[src/rtl/router_pkg.sv]
// Shared definitions for the 1x3 router: widths, header field layout and the
// ingress FSM state type.
package router_pkg;

  localparam int DATA_W    = 8;
  localparam int LEN_W     = 6;
  localparam int NUM_PORTS = 3;
  localparam int ADDR_W    = 2;

  localparam logic [ADDR_W-1:0] ADDR_INVALID = 2'd3;

  localparam int HDR_ADDR_LSB = 0;
  localparam int HDR_LEN_LSB  = 2;

  typedef enum logic [1:0] {
    IDLE,
    PAYLOAD,
    PARITY,
    DROP
  } state_t;

  function automatic logic [ADDR_W-1:0] hdr_addr(input logic [DATA_W-1:0] hdr);
    return hdr[HDR_ADDR_LSB +: ADDR_W];
  endfunction

  function automatic logic [LEN_W-1:0] hdr_len(input logic [DATA_W-1:0] hdr);
    return hdr[HDR_LEN_LSB +: LEN_W];
  endfunction

endpackage

[src/rtl/router_out_reg.sv]
// One-byte holding register feeding the shared FIFO bus; derives the
// one-hot write enable and busy backpressure from the selected FIFO's full flag.
module router_out_reg
  import router_pkg::*;
(
  input  logic                 clk,
  input  logic                 resetn,
  input  logic                 load,
  input  logic [DATA_W-1:0]    load_data,
  input  logic                 load_lfd,
  input  logic [ADDR_W-1:0]    load_sel,
  input  logic [NUM_PORTS-1:0] fifo_full,
  output logic [DATA_W-1:0]    data_out,
  output logic [NUM_PORTS-1:0] write_enb,
  output logic                 lfd_state,
  output logic                 busy
);

  logic              out_valid;
  logic              lfd_q;
  logic [ADDR_W-1:0] sel;
  logic              written;

  always_comb begin
    write_enb = '0;
    if (out_valid) begin
      write_enb = NUM_PORTS'(1) << sel;
    end
  end

  // Only the selected FIFO's full flag matters; write_enb is zero elsewhere.
  assign busy      = |(write_enb & fifo_full);
  assign written   = |(write_enb & ~fifo_full);
  assign lfd_state = out_valid & lfd_q;

  always_ff @(posedge clk) begin
    if (resetn) begin
      out_valid <= 1'b0;
      data_out  <= '0;
      lfd_q     <= 1'b0;
      sel       <= '0;
    end else if (load) begin
      out_valid <= 1'b1;
      data_out  <= load_data;
      lfd_q     <= load_lfd;
      sel       <= load_sel;
    end else if (written) begin
      out_valid <= 1'b0;
    end
  end

endmodule

[src/rtl/router_ingress.sv]
// Router input stage: parses header/payload/parity, routes bytes to the
// addressed FIFO through the holding register, and checks packet parity.
module router_ingress
  import router_pkg::*;
(
  input  logic                 clk,
  input  logic                 resetn,
  input  logic                 pkt_valid,
  input  logic [DATA_W-1:0]    data_in,
  output logic                 busy,
  input  logic [NUM_PORTS-1:0] fifo_full,
  output logic [DATA_W-1:0]    data_out,
  output logic [NUM_PORTS-1:0] write_enb,
  output logic                 lfd_state,
  output logic                 parity_done,
  output logic                 err
);

  state_t            state, state_next;
  logic [LEN_W-1:0]  count, count_next;
  logic [DATA_W-1:0] parity, parity_next;
  logic [ADDR_W-1:0] pkt_sel, pkt_sel_next;
  logic              parity_done_next;
  logic              err_next;
  logic              accept;
  logic              load;
  logic              load_lfd;
  logic [ADDR_W-1:0] load_sel;

  assign accept = pkt_valid & ~busy;

  always_comb begin
    state_next       = state;
    count_next       = count;
    parity_next      = parity;
    pkt_sel_next     = pkt_sel;
    parity_done_next = 1'b0;
    err_next         = err;
    load             = 1'b0;
    load_lfd         = 1'b0;
    load_sel         = pkt_sel;
    if (accept) begin
      case (state)
        IDLE: begin
          pkt_sel_next = hdr_addr(data_in);
          count_next   = hdr_len(data_in);
          parity_next  = data_in;
          if (hdr_addr(data_in) == ADDR_INVALID) begin
            state_next = DROP;
          end else begin
            load       = 1'b1;
            load_lfd   = 1'b1;
            load_sel   = hdr_addr(data_in);
            err_next   = 1'b0;
            state_next = (hdr_len(data_in) == '0) ? PARITY : PAYLOAD;
          end
        end
        PAYLOAD: begin
          load        = 1'b1;
          parity_next = parity ^ data_in;
          count_next  = count - LEN_W'(1);
          if (count == LEN_W'(1)) begin
            state_next = PARITY;
          end
        end
        PARITY: begin
          load             = 1'b1;
          parity_done_next = 1'b1;
          err_next         = (parity != data_in);
          state_next       = IDLE;
        end
        DROP: begin
          // Counter starts at len, so len+1 bytes are swallowed after the header.
          if (count == '0) begin
            state_next = IDLE;
          end else begin
            count_next = count - LEN_W'(1);
          end
        end
        default: state_next = IDLE;
      endcase
    end
  end

  always_ff @(posedge clk) begin
    if (resetn) begin
      state       <= IDLE;
      count       <= '0;
      parity      <= '0;
      pkt_sel     <= '0;
      parity_done <= 1'b0;
      err         <= 1'b0;
    end else begin
      state       <= state_next;
      count       <= count_next;
      parity      <= parity_next;
      pkt_sel     <= pkt_sel_next;
      parity_done <= parity_done_next;
      err         <= err_next;
    end
  end

  router_out_reg u_out_reg (
    .clk       (clk),
    .resetn    (resetn),
    .load      (load),
    .load_data (data_in),
    .load_lfd  (load_lfd),
    .load_sel  (load_sel),
    .fifo_full (fifo_full),
    .data_out  (data_out),
    .write_enb (write_enb),
    .lfd_state (lfd_state),
    .busy      (busy)
  );

endmodule

[config.mk]
export PLATFORM = sky130hd
export DESIGN_NAME = router_ingress
export DESIGN_NICKNAME = d
export VERILOG_FILES = /design/src/rtl/router_pkg.sv /design/src/rtl/router_out_reg.sv /design/src/rtl/router_ingress.sv
export SDC_FILE = /design/constraint.sdc
export NUM_CORES = 1
export LEC_CHECK = 0
export BUFFER_PORTS_ARGS = -buffer_cell sky130_fd_sc_hd__buf_4
export CAP_MARGIN = 20
export CORE_ASPECT_RATIO = 0.7
export CORE_MARGIN = 5
export CORE_UTILIZATION = 52
export CTS_BUF_LIST = sky130_fd_sc_hd__clkbuf_2
export CTS_CLUSTER_SIZE = 30
export DETAILED_ROUTE_END_ITERATION = 7
export GPL_ROUTABILITY_DRIVEN = 0
export PLACE_DENSITY = 0.75
export SYNTH_ARGS = -nofsm -noshare
export SYNTH_HDL_FRONTEND = slang
export SYNTH_SLANG_ARGS = --single-unit
[constraint.sdc]
create_clock -name clk -period 3 [get_ports clk]
set_clock_uncertainty 0.05 [all_clocks]
set_input_delay 0.15 -clock clk [delete_from_list [all_inputs] [get_ports clk]]
set_output_delay 0.15 -clock clk [all_outputs]
set_load 0.005 [all_outputs]
# ---- Yosys cells after proc, flatten, opt, wreduce, memory -nomap -nowiden
# Cells that the tools add are included.
dict set report op_classes {
  addsub 1
  mul 0
  div 0
  order_cmp 0
  eq_ne 10
  shifts 1
  mux 22
  n_bitwise 8
  reduce_logical 16
}
# operator n
set ops {}
lappend ops {{6-bit one-hot mux with 3 select lines} 1}
lappend ops {{8-bit one-hot mux with 2 select lines} 1}
lappend ops {{2-bit 2-to-1 mux} 7}
lappend ops {{6-bit zero test} 2}
lappend ops {{3-bit AND reduction} 3}
lappend ops {{1-bit 2-to-1 mux} 8}
lappend ops {{2-bit inequality test (second input constant)} 4}
lappend ops {{8-bit inequality test} 1}
lappend ops {{2-bit one-hot mux with 4 select lines} 1}
lappend ops {{8-bit XOR} 1}
lappend ops {{3-bit bitwise AND} 2}
lappend ops {{2-bit equality test (second input constant)} 3}
lappend ops {{6-bit by 1-bit equality test with 1-bit output (second input constant)} 1}
lappend ops {{6-bit 2-to-1 mux} 1}
lappend ops {{2-bit nonzero test} 3}
lappend ops {{3-bit OR reduction} 2}
lappend ops {{6-bit by 1-bit subtractor with 6-bit output (second input constant)} 1}
lappend ops {{1-bit one-hot mux with 2 select lines} 2}
lappend ops {{2-bit AND reduction} 2}
lappend ops {{2-bit OR reduction} 2}
lappend ops {{3-bit 2-to-1 mux} 1}
lappend ops {{3-bit NOT} 1}
lappend ops {{3-bit nonzero test} 1}
lappend ops {{1-bit by 2-bit left shift with 3-bit output (first input constant)} 1}
lappend ops {{other kinds (4)} 6}
dict set report totals {
  regBits 32
  latchBits 0
  mem_bits_rw 0
  romBits 0
  input_bits 14
  output_inout_bits 15
  elab_cells 68
  n_memories 0
}

# ---- Depth between registers and ports, before layout
dict set report logic_depth {
  ltp_word 8
  ltp_mapped 8
}

# ---- By module
# From an unflattened synthesis, not the netlist that was laid out.
dict set report hier_totals {
  cells_unflattened 221
  hier_area_um2 1808.0
}
# module n_inst cells_per_inst area_each_um2 seq_area_each_um2
set modules_own_cells {}
lappend modules_own_cells {router_ingress 1 172 1318.8 400.4}
lappend modules_own_cells {router_out_reg 1 49 489.2 240.2}

# ---- Least setup slack after synthesis
# OpenSTA, ideal clock, no wires.
dict set report synth_path {
  path_type {reg2reg}
  from {register state[1]}
  to {register count[3]}
  t_arrival_ps 1554
  setup_slack_ps 1261
  path_stages_with_launch 8
  path_buffers 1
  period_less_slack_ps 1739
  cell_sequence {dfxtp_1 inv_1 ha_1 nor2_1 clkbuf_1 nor2_1 o311ai_0 o31ai_1}
}
dict set report synth_via {
  elab_chain_cells 3
}
# element line
set synth_rtl {}
lappend synth_rtl {{from (decl)} router_ingress.sv:19} ;# state_t state, state_next;
lappend synth_rtl {{from (signal assigned)} router_ingress.sv:94} ;# state <= state_next;
lappend synth_rtl {{2-bit equality test (tied with other cells)} router_ingress.sv:43} ;# case (state)
lappend synth_rtl {{2-bit inequality test (no line) or 3-bit nonzero test (tied branches)} n/a}
lappend synth_rtl {{3-bit AND reduction (no line)} n/a}
lappend synth_rtl {{to (signal assigned)} router_ingress.sv:95} ;# count <= count_next;
lappend synth_rtl {{to (decl)} router_ingress.sv:20} ;# logic [LEN_W-1:0] count, count_next;
# Several ways; a longest one is shown, not always the timed one.
# A chain may end at the register's enable or synchronous reset.

# ---- Worst setup path in the final report
# Ends and elaborated chain as after synthesis.

==> metrics.md <==
| Metric | Value |
|---|---|
| Rows | `18` |
| Crit-path max cell delay | `approximately 700 ps` |
| Routed wl met3 | `324 microns` |
| FF+latch count, synth | `32` |
| CP max-delay cell | `nor2_1` |
| Vias per cell | `5.959` |
| Die Span Y | `between 60 and 70 microns` |
| ANT cells | `0` |
| Sw Pwr | `0.0006324 W` |
| Met2 wire len | `~2100 microns` |
| Yosys top cell area share | `between 30% and 40%` |
| Setup crit start | `state[1]$_SDFFE_PP0P_` |
| Post-Synthesis Cells | `about 250` |
| Most frequent CP cell | `nor2_1` |
| Post-synth ARST share | `0%` |
| Post-synth top area cell | `dfxtp_1` |
| Mapped cell area | `roughly 2000 sq um` |
| Max layer used | `met4` |
| Worst r2r path cells | `6` |
| Critical R2R Capture | `count[3]$_SDFFE_PP0P_` |
| Worst hold-check path type | `input port to register` |
| Sequential power share | `~39%` |
| # H-tree levels | `2` |
| FMAX | `roughly 0.42 GHz` |
| Crit path max fanout | `23` |
| Post-synth top cells | `dfxtp_1, a21oi_1, clkbuf_1` |
| Die ar. | `roughly 5200 sq um` |
| Initial antenna violation count | `0` |
| Type of element capturing the critical path | `register` |
| WP data required | `3230 ps` |
| CTS max path bufs | `2` |
| GRT overflow | `0` |
| Setup TNS Final | `0 ps` |
| Met1 Wirelength | `approximately 2400 microns` |
| Distinct cell type count after synthesis | `49` |
| Main synth FF type | `dfxtp_1` |
| Sw Ratio | `a little over two fifths` |
| Routed wire length per instance | `~16 microns` |
| Relative slew margins | `48.47%` |
| Last element of the critical path | `count[3]$_SDFFE_PP0P_` |
| Mean Syn Cell Area | `8.197 sq um` |
| Status | `finished clean` |
| Post-synth EDFFs | `0` |
| Chip width | `roughly 84 microns` |
| Minimum clock period | `between 2000 and 2500 ps` |
| Seq/Total Area, Yosys | `between 30% and 40%` |
| Hold Vio Cnt, Final | `0` |
| Clock-pin slew on the worst setup and hold paths | `180 ps` |
| Max cap viols | `0` |
| Cell Pwr Density | `between 600 and 700 nW/um^2` |
| Final setup fails | `0` |
| Peak VDD IR | `0.3751 mV` |
| Sink Count | `32` |
| Leak | `roughly 0.86 nW` |
| Most frequent cell after synthesis | `dfxtp_1` |
| Post-route antenna net violation count | `0` |
| RSZ-0062 raised after global routing | `no` |
| Number of global-route vias before repair | `around 1700` |
| Post-Route WL | `a little under 5000 microns` |
| 1st-iter DRT viols | `around 170` |
| Tightest Pin Transition | `roughly 770 ps` |
| Placement Setup Slack | `between 700 and 800 ps` |
| Clk_lat worst skew | `around 380 ps` |
| Arrival @ worst endpoint | `around 2600 ps` |
| Period utilization | `about four fifths` |
| Int Pwr | `approximately 0.00085 W` |
| Reg-to-Reg Start | `state[1]$_SDFFE_PP0P_` |
| Drt first pass iters | `4` |
| Post-layout nets | `approximately 290` |
| CTS tree | `done` |
| Main area contributors after synthesis | `dfxtp_1, a21oi_1, ha_1` |
| I/O Buffers | `28` |
| Core ar. | `between 3000 and 4000 sq um` |
| GRT Util Overall | `between 20% and 30%` |
| Root buf cell | `clkbuf_2` |
| Largest net degree at the start of global routing | `34` |
| Crit path kind | `register to register` |
| Clock power share | `14.2%` |
| Comb power frac | `approximately 46%` |
| First-pass GRT wire length | `8397 microns` |
| Syn nets | `between 200 and 300` |
| R2R Setup Slk | `approximately 640 ps` |
| Area Growth Syn to Fin | `13.77%` |
| Yosys warnings | `0` |
| Vias | `approximately 1900` |
| # IOs | `29` |
| Max-slew violation count | `0` |
| Post-route DRC | `0` |
| Share of cells above drive strength 1 | `approximately 18%` |
| DP Wirelength | `roughly 3300 microns` |
| CTS Buf Count | `5` |
| Setup ws final | `639.4 ps` |
| Startpoint Class | `register` |
| Crit-path cells | `inv_1 > ha_1 > nor2_1 > nor2_1 > o311ai_0 > o31ai_1` |
| Hold WS | `28.18 ps` |
| Initial Utilization | `between 50% and 60%` |
-- worst max-delay path, delay by kind of cell (launching register included) --
family / cells / cell delay [ps]
adder cells (fa/ha/maj): 1 / 420
AO/OA/AOI/OAI: 2 / 460
AND/OR/NAND/NOR: 2 / 830
buffers and inverters: 1 / 110
flip-flops: 1 / 400
-- layout make-up --
class / instances / area (sq um)
Sequential cell: 32 / 640.6
Clock buffer: 5 / 25.02
Clock inverter: 3 / 13.76
Inverter: 10 / 37.54
Timing Repair Buffer: 35 / 277.8
Fill cell: 316 / 1341
Multi-Input combinational cell: 180 / 1227
Tap cell: 50 / 62.56
-- worst min-delay path by stage --
| stage | start | endpoint | slack [ps] | cells past startpoint |
|---|---|---|---|---|
| final | data_in[5] | u_out_reg.data_out[5]$_SDFFE_PP0P_ | 30 | 3 |
| after global routing | data_in[5] | u_out_reg.data_out[5]$_SDFFE_PP0P_ | 4 | 3 |
| after CTS | data_in[4] | u_out_reg.data_out[4]$_SDFFE_PP0P_ | 1 | 3 |
| after detailed placement | u_out_reg.lfd_q$_SDFFE_PP0P_ | u_out_reg.lfd_q$_SDFFE_PP0P_ | 410 | 2 |
| after global placement | u_out_reg.lfd_q$_SDFFE_PP0P_ | u_out_reg.lfd_q$_SDFFE_PP0P_ | 410 | 2 |
| after floorplan | resetn | state[1]$_SDFFE_PP0P_ | 280 | 2 |
-- kinds of logic (layout without fill, tap and decap cells) --
family	Yosys count	count (layout)	synth area share, %
buffers and inverters	33	53	6.978
DFF	32	32	31.90
AOI/OAI and AO/OA	83	83	27.54
muxes	2	2	1.433
and+or+nand+nor	79	79	23.68
adders and majority gates	8	8	4.985
xor gates and xnor gates	8	8	3.489
-- placed cells by master, fill, tap and decap left out, types with 4 or more instances in the layout --
cell type / count
a21oi_1: 20
a31oi_1: 9
and3_1: 4
buf_4: 29
clkbuf_2: 5
dfxtp_1: 32
dlygate4sd3_1: 6
ha_1: 8
inv_1: 10
nand2_1: 4
nand3_1: 13
nand3b_1: 8
nand4b_1: 9
nor2_1: 13
nor2b_1: 10
o21ai_0: 11
o21ai_1: 9
o31ai_1: 12
xnor2_1: 8
-- registers in the layout, indices dropped and copies added, names as in the netlist --
name,cells
parity,8
err,1
u_out_reg.lfd_q,1
state,2
u_out_reg.out_valid,1
u_out_reg.sel,2
count,6
parity_done,1
u_out_reg.data_out,8
pkt_sel,2
-- through the flow --
| stage | area [sq um] | instances | utilization (%) | power (W) |
|---|---|---|---|---|
| 4_1_cts | 2275 | 314 | 62.73 | 0.001482 |
| 3_3_place_gp | 2186 | 301 | 60.28 | 0.001258 |
| 5_1_grt | 2285 | 315 | 63.01 | 0.001591 |
| 6_report | 2285 | 315 | 63.01 | 0.001485 |
| 3_5_place_dp | 2186 | 301 | 60.28 | 0.001263 |
| 2_1_floorplan | 2008 | 245 | - | 0.001109 |
-- layer usage --
metal / up-vias / GRT usage [%]
met2: 55 / 32.13
met1: 872 / 27.61
met5: - / 0
met3: 8 / 4.480
li1: 942 / -
met4: 0 / 7.798
-- power groups by stage --
stage	registers [W]	clock network, W	logic, W
2_1_floorplan	0.000577	0	0.000532
3_3_place_gp	0.000591	0	0.000667
3_5_place_dp	0.000593	0	0.000671
4_1_cts	0.000583	0.000216	0.000682
5_1_grt	0.000597	0.000232	0.000762
6_report	0.000585	0.000211	0.000689
-- timing repair --
item	in CTS	in global routing
setup buffers	0	0
hold buffers	5	1
hold endpoints to repair	6	1
gates resized for setup	0	0
No activity file was read; power rests on OpenSTA's default activity.
